--- config.mk ---
export PLATFORM = sky130hd
export DESIGN_NAME = ysyx_23060203_mem_arbiter
export DESIGN_NICKNAME = d
export VERILOG_FILES = /design/src/rtl/ysyx_23060203_pkg.sv /design/src/rtl/ysyx_23060203_arb_pick.sv /design/src/rtl/ysyx_23060203_mem_arbiter.sv
export SDC_FILE = /design/constraint.sdc
export NUM_CORES = 1
export LEC_CHECK = 0
export ABC_AREA = 1
export CORE_AREA = 2 2 169 171
export CTS_BUF_LIST = sky130_fd_sc_hd__clkbuf_16
export DETAILED_ROUTE_END_ITERATION = 10
export DIE_AREA = 0 0 171 173
export PLACE_DENSITY_LB_ADDON = 0.05
export SLEW_MARGIN = 20
export SYNTH_ARGS = -nofsm -noshare
export SYNTH_HDL_FRONTEND = slang
export SYNTH_SLANG_ARGS = --single-unit
--- constraint.sdc ---
create_clock -name clock -period 3.6 [get_ports clock]
set_input_delay 1.08 -clock clock [delete_from_list [all_inputs] [get_ports clock]]
set_output_delay 1.08 -clock clock [all_outputs]
set_load 0.01 [all_outputs]
--- src/rtl/ysyx_23060203_pkg.sv ---
// Shared definitions for the memory read arbiter.
//   arb_state_t  : read-arbiter FSM states
//   arb_master_t : requester identity (IFU / LSU)
//   RESP_*       : AXI response codes
package ysyx_23060203_pkg;

    typedef enum logic [2:0] {
        IDLE   = 3'd0,
        AR_IFU = 3'd1,
        R_IFU  = 3'd2,
        AR_LSU = 3'd3,
        R_LSU  = 3'd4
    } arb_state_t;

    typedef enum logic {
        M_IFU = 1'b0,
        M_LSU = 1'b1
    } arb_master_t;

    localparam logic [1:0] RESP_OKAY   = 2'b00;
    localparam logic [1:0] RESP_EXOKAY = 2'b01;
    localparam logic [1:0] RESP_SLVERR = 2'b10;
    localparam logic [1:0] RESP_DECERR = 2'b11;

endpackage

--- src/rtl/ysyx_23060203_arb_pick.sv ---
// Two-way request picker for the memory read arbiter.
// Build option: YSYX_23060203_ARB_RR_EN selects round-robin on simultaneous
// requests (needs last_grant); otherwise the LSU always wins a tie.
// Ports:
//   last_grant  in   requester granted most recently (round-robin build only)
//   ifu_req     in   IFU has arvalid raised
//   lsu_req     in   LSU has arvalid raised
//   grant_valid out  at least one requester is asking
//   grant_lsu   out  1 = grant LSU, 0 = grant IFU (meaningful with grant_valid)
module ysyx_23060203_arb_pick
    import ysyx_23060203_pkg::*;
(
`ifdef YSYX_23060203_ARB_RR_EN
    input  logic last_grant,
`endif
    input  logic ifu_req,
    input  logic lsu_req,
    output logic grant_valid,
    output logic grant_lsu
);

    always_comb begin
        grant_valid = ifu_req | lsu_req;
        // A lone requester always wins; on a tie the LSU wins.
        grant_lsu   = lsu_req;
`ifdef YSYX_23060203_ARB_RR_EN
        // On a tie, favour whoever was not granted last time.
        if (ifu_req && lsu_req) begin
            grant_lsu = (last_grant == M_IFU);
        end
`endif
    end

endmodule

--- src/rtl/ysyx_23060203_mem_arbiter.sv ---
// Read-channel arbiter: IFU and LSU share one AXI read port, one transaction
// in flight at a time; LSU write channels pass straight through.
// Build option: YSYX_23060203_ARB_RR_EN (round-robin tie break, see arb_pick).
// Ports:
//   clock, reset          core clock, synchronous active-high reset
//   ifu_ar*/ifu_r*        IFU read master port
//   lsu_ar*/lsu_r*        LSU read master port
//   lsu_aw*/lsu_w*/lsu_b* LSU write channels, wired to mem_aw*/mem_w*/mem_b*
//   mem_ar*/mem_r*        downstream read port
//   rd_busy               a read transaction is in flight
//   dbg_state             current FSM state (arb_state_t encoding)
// Handshake: a beat transfers on a rising clock edge where valid and ready
// are both 1; valid never depends combinationally on ready.
module ysyx_23060203_mem_arbiter
    import ysyx_23060203_pkg::*;
#(
    parameter int ADDR_W = 32,
    parameter int DATA_W = 32
) (
    input  logic                clock,
    input  logic                reset,
    // IFU read
    input  logic                ifu_arvalid,
    input  logic [ADDR_W-1:0]   ifu_araddr,
    input  logic [7:0]          ifu_arlen,
    input  logic [2:0]          ifu_arsize,
    output logic                ifu_arready,
    output logic                ifu_rvalid,
    output logic [DATA_W-1:0]   ifu_rdata,
    output logic [1:0]          ifu_rresp,
    output logic                ifu_rlast,
    input  logic                ifu_rready,
    // LSU read
    input  logic                lsu_arvalid,
    input  logic [ADDR_W-1:0]   lsu_araddr,
    input  logic [7:0]          lsu_arlen,
    input  logic [2:0]          lsu_arsize,
    output logic                lsu_arready,
    output logic                lsu_rvalid,
    output logic [DATA_W-1:0]   lsu_rdata,
    output logic [1:0]          lsu_rresp,
    output logic                lsu_rlast,
    input  logic                lsu_rready,
    // LSU write
    input  logic                lsu_awvalid,
    input  logic [ADDR_W-1:0]   lsu_awaddr,
    input  logic [7:0]          lsu_awlen,
    input  logic [2:0]          lsu_awsize,
    input  logic [1:0]          lsu_awburst,
    output logic                lsu_awready,
    input  logic                lsu_wvalid,
    input  logic [DATA_W-1:0]   lsu_wdata,
    input  logic [DATA_W/8-1:0] lsu_wstrb,
    input  logic                lsu_wlast,
    output logic                lsu_wready,
    output logic                lsu_bvalid,
    output logic [1:0]          lsu_bresp,
    input  logic                lsu_bready,
    // Downstream read
    output logic                mem_arvalid,
    output logic [ADDR_W-1:0]   mem_araddr,
    output logic [7:0]          mem_arlen,
    output logic [2:0]          mem_arsize,
    input  logic                mem_arready,
    input  logic                mem_rvalid,
    input  logic [DATA_W-1:0]   mem_rdata,
    input  logic [1:0]          mem_rresp,
    input  logic                mem_rlast,
    output logic                mem_rready,
    // Downstream write
    output logic                mem_awvalid,
    output logic [ADDR_W-1:0]   mem_awaddr,
    output logic [7:0]          mem_awlen,
    output logic [2:0]          mem_awsize,
    output logic [1:0]          mem_awburst,
    input  logic                mem_awready,
    output logic                mem_wvalid,
    output logic [DATA_W-1:0]   mem_wdata,
    output logic [DATA_W/8-1:0] mem_wstrb,
    output logic                mem_wlast,
    input  logic                mem_wready,
    input  logic                mem_bvalid,
    input  logic [1:0]          mem_bresp,
    output logic                mem_bready,
    // Status
    output logic                rd_busy,
    output logic [2:0]          dbg_state
);

    arb_state_t state;
    logic       grant_valid;
    logic       grant_lsu;

`ifdef YSYX_23060203_ARB_RR_EN
    arb_master_t last_grant;
`endif

    ysyx_23060203_arb_pick u_pick (
`ifdef YSYX_23060203_ARB_RR_EN
        .last_grant  (last_grant),
`endif
        .ifu_req     (ifu_arvalid),
        .lsu_req     (lsu_arvalid),
        .grant_valid (grant_valid),
        .grant_lsu   (grant_lsu)
    );

    // The grant is registered: requests are only sampled in IDLE, so there is
    // never a combinational path from a requester's arvalid to mem_arvalid.
    always_ff @(posedge clock) begin
        if (reset) begin
            state <= IDLE;
`ifdef YSYX_23060203_ARB_RR_EN
            last_grant <= M_IFU;
`endif
        end else begin
            case (state)
                IDLE: begin
                    if (grant_valid) begin
                        state <= grant_lsu ? AR_LSU : AR_IFU;
`ifdef YSYX_23060203_ARB_RR_EN
                        last_grant <= grant_lsu ? M_LSU : M_IFU;
`endif
                    end
                end
                AR_IFU: if (mem_arready) state <= R_IFU;
                AR_LSU: if (mem_arready) state <= R_LSU;
                // Error responses do not end a burst; only rlast does.
                R_IFU:  if (mem_rvalid && ifu_rready && mem_rlast) state <= IDLE;
                R_LSU:  if (mem_rvalid && lsu_rready && mem_rlast) state <= IDLE;
                default: state <= IDLE;
            endcase
        end
    end

    // Channel routing decoded from the registered state.
    always_comb begin
        mem_arvalid = 1'b0;
        mem_araddr  = ifu_araddr;
        mem_arlen   = ifu_arlen;
        mem_arsize  = ifu_arsize;
        ifu_arready = 1'b0;
        lsu_arready = 1'b0;
        ifu_rvalid  = 1'b0;
        lsu_rvalid  = 1'b0;
        mem_rready  = 1'b0;
        case (state)
            AR_IFU: begin
                mem_arvalid = 1'b1;
                ifu_arready = mem_arready;
            end
            AR_LSU: begin
                mem_arvalid = 1'b1;
                mem_araddr  = lsu_araddr;
                mem_arlen   = lsu_arlen;
                mem_arsize  = lsu_arsize;
                lsu_arready = mem_arready;
            end
            R_IFU: begin
                ifu_rvalid = mem_rvalid;
                mem_rready = ifu_rready;
            end
            R_LSU: begin
                lsu_rvalid = mem_rvalid;
                mem_rready = lsu_rready;
            end
            default: ;
        endcase
    end

    // Response payload is shared; only the valid is steered.
    assign ifu_rdata = mem_rdata;
    assign ifu_rresp = mem_rresp;
    assign ifu_rlast = mem_rlast;
    assign lsu_rdata = mem_rdata;
    assign lsu_rresp = mem_rresp;
    assign lsu_rlast = mem_rlast;

    // Writes bypass the FSM; the LSU never overlaps a read with a write.
    assign mem_awvalid = lsu_awvalid;
    assign mem_awaddr  = lsu_awaddr;
    assign mem_awlen   = lsu_awlen;
    assign mem_awsize  = lsu_awsize;
    assign mem_awburst = lsu_awburst;
    assign lsu_awready = mem_awready;
    assign mem_wvalid  = lsu_wvalid;
    assign mem_wdata   = lsu_wdata;
    assign mem_wstrb   = lsu_wstrb;
    assign mem_wlast   = lsu_wlast;
    assign lsu_wready  = mem_wready;
    assign lsu_bvalid  = mem_bvalid;
    assign lsu_bresp   = mem_bresp;
    assign mem_bready  = lsu_bready;

    assign rd_busy   = (state != IDLE);
    assign dbg_state = state;

endmodule
**After elaboration in Yosys (flattened, before gate mapping)**

Cells that the tools add are included.

- Equality and inequality tests: 9
- Multiplexer cells: 16
- Bitwise gates (word level): 1
- Reductions and logical operators: 8

Operators by type and width:

| operator | number |
|---|---|
| $mux W32 | 1 |
| $mux W3 | 6 |
| $pmux W3 S5 | 1 |
| $ne A2 B2 Y1 const B | 5 |
| $mux W8 | 1 |
| $eq A3 B2 Y1 const B | 2 |
| $mux W1 | 5 |
| $reduce_and A5 Y1 | 1 |
| $logic_and A1 B1 Y1 | 4 |
| $eq A3 B1 Y1 const B | 1 |
| $eq A3 B3 Y1 const B | 1 |
| $logic_not A3 Y1 | 1 |
| $reduce_bool A3 Y1 | 1 |
| $mux W2 | 1 |
| $pmux W1 S2 | 1 |
| $reduce_or A2 Y1 | 1 |
| $or A1 B1 Y1 | 1 |

- Register bits: 3
- Bits of input ports: 219
- Output and inout bits: 213
- Word-level logic and storage cells: 35

**Longest topological paths before layout**

Gate-level depths: netlist of the first run.

- Word-level depth: 4
- Gate-level depth with buffers: 8
- Depth with buffers taken out: 8

**By module**

A second synthesis of the first run with hierarchy kept.

- Cells, all modules: 351
- Area, all modules: 2014.4 um^2

Modules (own cells, without submodules):

| module | instances | cells each | area each (um^2) |
|---|---|---|---|
| ysyx_23060203_mem_arbiter | 1 | 347 | 1995.7 |
| ysyx_23060203_arb_pick | 1 | 4 | 18.8 |

**Least setup slack after synthesis of the first run**

No wires, ideal clock.

- Path kind: input to output
- From: input mem_rvalid
- To: output ifu_rvalid
- Arrival: 1.463 ns
- Data required time: 2.520 ns
- Setup slack: 1.057 ns
- Cell stages on the path: 2
- Path buffers: 0
- Cells stage by stage: inv_1 -> nor4_1

- Longest elaborated chain between the ends: 1

RTL lines:

| element | RTL line | RTL |
|---|---|---|
| start, declared | ysyx_23060203_mem_arbiter.sv:65 | `input logic mem_rvalid,` |
| $mux W1 | ysyx_23060203_mem_arbiter.sv:147 | `case (state)` |
| end, declared | ysyx_23060203_mem_arbiter.sv:28 | `output logic ifu_rvalid,` |

No other way between the ends.

**Worst setup path in the final report of the first run**

- From: input mem_arready
- To: output lsu_arready

- Longest elaborated chain between the ends: 1

RTL lines:

| element | RTL line | RTL |
|---|---|---|
| start, declared | ysyx_23060203_mem_arbiter.sv:64 | `input logic mem_arready,` |
| $mux W1 | ysyx_23060203_mem_arbiter.sv:147 |  |
| end, declared | ysyx_23060203_mem_arbiter.sv:38 | `output logic lsu_arready,` |

No other way between the ends.

==> results of run 1 <==
## how the worst min path moves through the flow
| stage | depth (start not counted) | slack [ns] | to |
|---|---|---|---|
| 2_1_floorplan | 2 | 0.58 | dbg_state[1] |
| 3_3_place_gp | 3 | 0.72 | dbg_state[1] |
| 3_5_place_dp | 3 | 0.72 | dbg_state[1] |
| 4_1_cts | 3 | 0.73 | dbg_state[1] |
| 5_1_grt | 3 | 0.78 | dbg_state[0] |
| 6_report | 3 | 0.71 | dbg_state[0] |
## Yosys cell counts
cell type	number
nand2_2	2
a21oi_1	3
buf_2	5
nand2_1	138
nor2_1	8
nand4_1	1
inv_2	1
nand3_1	9
o21ai_0	1
inv_1	6
buf_4	164
inv_4	1
dfxtp_1	3
nor2_4	1
nor4_1	2
## cell families after synthesis
family	synth area share
AOI/OAI and AO/OA	0.009983
and+or+nand+nor	0.3171
DFF	0.02996
buffers and inverters	0.6429
## metrics by stage
stage / hold slack, ns / setup slack [ns] / total power [uW] / cells / util
after global placement: 0.7187 / 0.1219 / 973.6 / 710 / 0.1010
after detailed placement: 0.7237 / 0.1189 / 956.0 / 710 / 0.1010
after floorplan: 0.5782 / 1.057 / 592.4 / 345 / -
final: 0.7131 / 0.1825 / 1098 / 714 / 0.1040
after global routing: 0.7763 / 0.1344 / 1204 / 714 / 0.1040
after CTS: 0.7349 / 0.1112 / 1137 / 714 / 0.1038
## final cells by class
cell class              instances  area [sq um]
fillers                      3292         24760
repair buffers                156          1574
multi-input cells             165         655.6
well taps                     378         473.0
clock buffers                   3         75.07
flip-flops and latches          3         60.06
inverters                       8         32.53
clock inverters                 1         3.754
## layer usage
metal  vias to the layer above  GRT usage
li1                        861          -
met1                       726    0.04736
met2                       145     0.1040
met3                        45    0.02770
met4                         0    0.03213
met5                         -          0
## what timing repair did
| action | CTS | global route |
|---|---|---|
| gates resized for setup | 0 | 2 |
| hold buffers | 0 | 0 |
| setup endpoints to repair | 0 | 2 |
## power by group through the flow
stage / clock, uW / combinational [uW] / sequential (uW)
after detailed placement: 0 / 895 / 61.0
after CTS: 176 / 900 / 60.7
final: 172 / 868 / 58.7
after floorplan: 0 / 529 / 62.9
after global routing: 181 / 962 / 60.7
after global placement: 0 / 913 / 60.7
## worst max-delay path: cells and delay by family
family        cells  cell delay (ns)
simple gates      1             0.16
buf+inv           3             1.10
==> flow_summary.ini, run 1 <==
[timing]
slew_headroom = 0.7460
finClkSkew_ns = 0.00003275
fin_crit_sh = 0.9493
drv_slew = 0
max_freq_mhz = 292.6
rsz0062_at_grt = no
setup_viol = 0
hold_viol = 0
fin_setup_tns_ns = 0
period_needed_ns = 3.418
worst_pin_slew_ns = 0.3804

[setup_path]
start_kind = input pin
max_stage_delay_ns = 0.56
arrival_ns = 2.34
path_cells = clkdlybuf4s50_1 -> inv_1 -> nor2_1 -> clkdlybuf4s50_1
critPathKind = input pin to output pin
r2r_slack_ns = 2.09
crit_start = mem_arready
rr_worst_depth = 8
crit_top_cell = clkdlybuf4s50_1
reg2reg_to = dbg_state[0]
timing.rr.start = dbg_state[2]
end_kind = output pin
worstPathRequired_ns = 2.52
crit_slowest_cell = clkdlybuf4s50_1
endpoint = lsu_arready
critical_path_peak_fanout = 5

[floorplan]
rows = 61
start_util = 0.07255
fp.dieW_um = 171
die_h_um = 173
die_area_sq_um = 29580
io_pins = 432
design.core.area_sq_um = 27630

[drt]
routedWlPerCell_um = 12.75
vias = 1777
met2_length_mm = 4.584
drt-met1-wl_mm = 2.758
antenna_left = 0
routed_wl_mm = 9.100
drt_iter0_drc = 19
vias_per_cell = 2.489
drc = 0
wl_met3_mm = 1.251
drt_first_pass_iters = 3
highest_layer = met4

[final_layout]
layout_common_cells = clkdlybuf4s50_1 (147), nand2_1 (138), nand3_1 (9)
nets = 556
syn_to_final_growth_pct = 43.38
largest_register_ffs = 3
final_common_cell = clkdlybuf4s50_1
diodes = 0
fin_area_sq_um = 2874
drive_gt1_frac = 0.04464

[clock_network]
root_buffer = clkbuf_16
cts.sinks = 3
clk_latency_ns = 0.22
cts_setup_buffers = 0
clk_pin_slew_worst_paths_ns = 0.03
htreeDepth = 1
cts_buffers = 3
cts_tree = built
clockBufferDepth = 2

[power_and_ir_drop]
swShare = 0.4165
cellLeakagePower_uw = 0.001191
cellPowerDensity_nw_per_um2 = 382.1
p_int_uw = 640.8
ir_drop_mv = 0.1368
clockPowerShare = 0.157
seq_power_share = 0.053
p_switching_uw = 457.5
combPwrFrac = 0.790

[global_routing]
track_usage = 0.05592
grt_pass1_vias = 1947
grt_max_degree = 31
grt_overflow = 0
grt_pass1_wl_mm = 12.35
antenna_found_initial = 0

[synth]
yosys_register_bits = 3
synth_top_area_cell = buf_4
synth_area_sq_um = 2004
ys_types = 15
synth_area_leaders = buf_4 (61%), nand2_1 (26%), dfxtp_1 (3.0%)
synth_top_area_share = 0.6142
synthCells = 345
syn_area_per_cell_sq_um = 5.810
syn-num-nets = 564
yosys_warnings = 0
synth_seq_area_share = 0.02996

[hold_path]
hold_path_class = register to register
min-delay-start = dbg_state[0]

[job]
cap_viol_max_count = 0

[status]
outcome = complete, no violations

[placed_design]
placed_cell_area_sq_um = 2790
place.gp.congestion = 0.6411
hpwl_mm = 7.700
port_buffers = 149
(Power assumes the default switching activity.)
==> run 2, diff against run 1 <==
Settings changed: CTS_CLUSTER_DIAMETER set to 30.
==> results of run 2 <==
Same layout as run 1: the final DEF is identical, and so are final timing and power.
==> run 3, diff against run 2 <==
==> constraint.sdc (replaced) <==
create_clock -name clock -period 3.6 [get_ports clock]
set_input_delay 0.36 -clock clock [delete_from_list [all_inputs] [get_ports clock]]
set_output_delay 0.36 -clock clock [all_outputs]
set_load 0.01 [all_outputs]
==> run 3 against run 2 <==
Highest routed layer unchanged. Design area shrank 2.6%. Global-route usage decreased by 0.21 points. Die area unchanged. Count of clock-buffer cells in the layout did not move. Final cell count shrank 0.84%. Largest cell class unchanged. Utilization decreased by 0.27 points. Wire length is 1.4% lower. First-iteration DRC count up 74%. Register-to-register slack got worse by 0.22 ns. Sequential share of layout area grew 0.056 points. Non-clock buffer count is 6 lower. Sequential power is 23% higher.
==> flow_summary.ini, run 3 (synthesis gave the netlist of run 1 again) <==
[drt]
vias_per_cell = 2.528
drt_iter0_drc = 33
vias = 1790
drt_first_pass_iters = 4
routed_wl_mm = 8.974
drc = 0
routedWlPerCell_um = 12.68
antenna_left = 0

[setup_path]
endpoint = mem_araddr[25]
critical_path_peak_fanout = 45
crit_start = dbg_state[2]
critPathKind = register to output pin
start_kind = register
reg2reg_to = dbg_state[0]
arrival_ns = 2.26
worstPathRequired_ns = 3.24
r2r_slack_ns = 1.87
timing.rr.start = dbg_state[2]
end_kind = output pin
rr_worst_depth = 8

[floorplan]
io_pins = 432
start_util = 0.07255
rows = 61
fp.dieW_um = 171
die_h_um = 173
design.core.area_sq_um = 27630
die_area_sq_um = 29580

[global_routing]
track_usage = 0.05383
grt_max_degree = 46
grt_overflow = 0
grt_pass1_wl_mm = 11.72
grt_pass1_vias = 1908
antenna_found_initial = 0

[clock_network]
cts_tree = built
cts_buffers = 3
root_buffer = clkbuf_16
htreeDepth = 1
cts.sinks = 3
cts.repair.resized = 0
clk_pin_slew_worst_paths_ns = 0.03
clk_latency_ns = 0.22
clockBufferDepth = 2
cts_setup_buffers = 0
hold_buffers = 0

[power_and_ir_drop]
cellPowerDensity_nw_per_um2 = 375.0
total_power_uw = 1050
ir_drop_mv = 0.1260
cellLeakagePower_uw = 0.001120

[final_layout]
largest_register_ffs = 3
diodes = 0
drive_gt1_frac = 0.02727
fillCellCount = 3299
final_common_cell = clkdlybuf4s50_1
layout_common_cells = clkdlybuf4s50_1 (149), nand2_1 (138), nand3_1 (9)
nets = 550
fin_cells = 708
syn_to_final_growth_pct = 39.64

[hold_path]
hold_path_class = register to register

[timing]
fin_ws_ns = 0.9830
rsz0062_at_grt = no
max_freq_mhz = 382.1
fin_setup_tns_ns = 0
finClkSkew_ns = 0.0006742
worst_pin_slew_ns = 0.5814
setup_viol = 0
slew_headroom = 0.6124
whs_ns = 0.5878
drv_slew = 0
period_needed_ns = 2.617
hold_viol = 0
fin_crit_sh = 0.7270

[status]
outcome = complete, no violations

[placed_design]
dp_worst_setup_slack_ns = 1.097
dp.cells = 704
hpwl_mm = 7.208
place.gp.congestion = 0.6420
port_buffers = 149

[job]
cap_viol_max_count = 0
run 3: cell types whose count changed in the layout (fill, tap and decap cells not counted):
cell and change:
buf_4 -4, buf_12 -2, clkdlybuf4s50_1 +2, dlymetal6s2s_1 -2
run 3: how the worst min path moves through the flow:
| stage | startpoint | to | slack (ns) | cells past startpoint |
|---|---|---|---|---|
| 2_1_floorplan | reset | dbg_state[2] | 0.43 | 1 |
| 3_3_place_gp | dbg_state[1] | dbg_state[1] | 0.57 | 2 |
| 3_5_place_dp | dbg_state[1] | dbg_state[1] | 0.59 | 2 |
| 6_report | dbg_state[1] | dbg_state[1] | 0.59 | 2 |
| 5_1_grt | dbg_state[1] | dbg_state[1] | 0.62 | 2 |
| 4_1_cts | dbg_state[1] | dbg_state[1] | 0.59 | 2 |
run 3: critical path, cell delays in order, from the launching register on:
cell	delay, ns
dfxtp_1	0.49
nor2_4	0.08
nand2_2	0.09
buf_4	0.50
nand2_1	0.20
nand2_1	0.12
clkdlybuf4s50_1	0.53
run 3: metrics by stage:
step                         util  area, sq um
after global routing       0.1013         2799
final                      0.1013         2799
after detailed placement  0.09845         2720
after global placement    0.09845         2720
after CTS                  0.1013         2799
after floorplan                 -         2004
run 3: cell type report:
type	count	area, sq um	share of cell area
timing repair buffer	150	1499	0.5355
inverter	8	32.53	0.01162
tap	378	473.0	0.1690
clock buffer	3	75.07	0.02682
multi-input combinational	165	655.6	0.2342
sequential	3	60.06	0.02146
clock inverter	1	3.754	0.001341
run 3: per-layer routing:
metal / wire length [um] / track usage
met1: 2432 / 0.03977
met2: 4680 / 0.1055
met3: 1334 / 0.02815
met4: 527 / 0.03213
met5: 0 / 0
run 3: power by group:
| part | switching, uW | total (uW) | internal, uW |
|---|---|---|---|
| combinational | 389 | 803 | 414 |
| sequential | 26.7 | 72.4 | 45.7 |
| clock | 30.6 | 174 | 143 |
| total | 446 | 1050 | 603 |
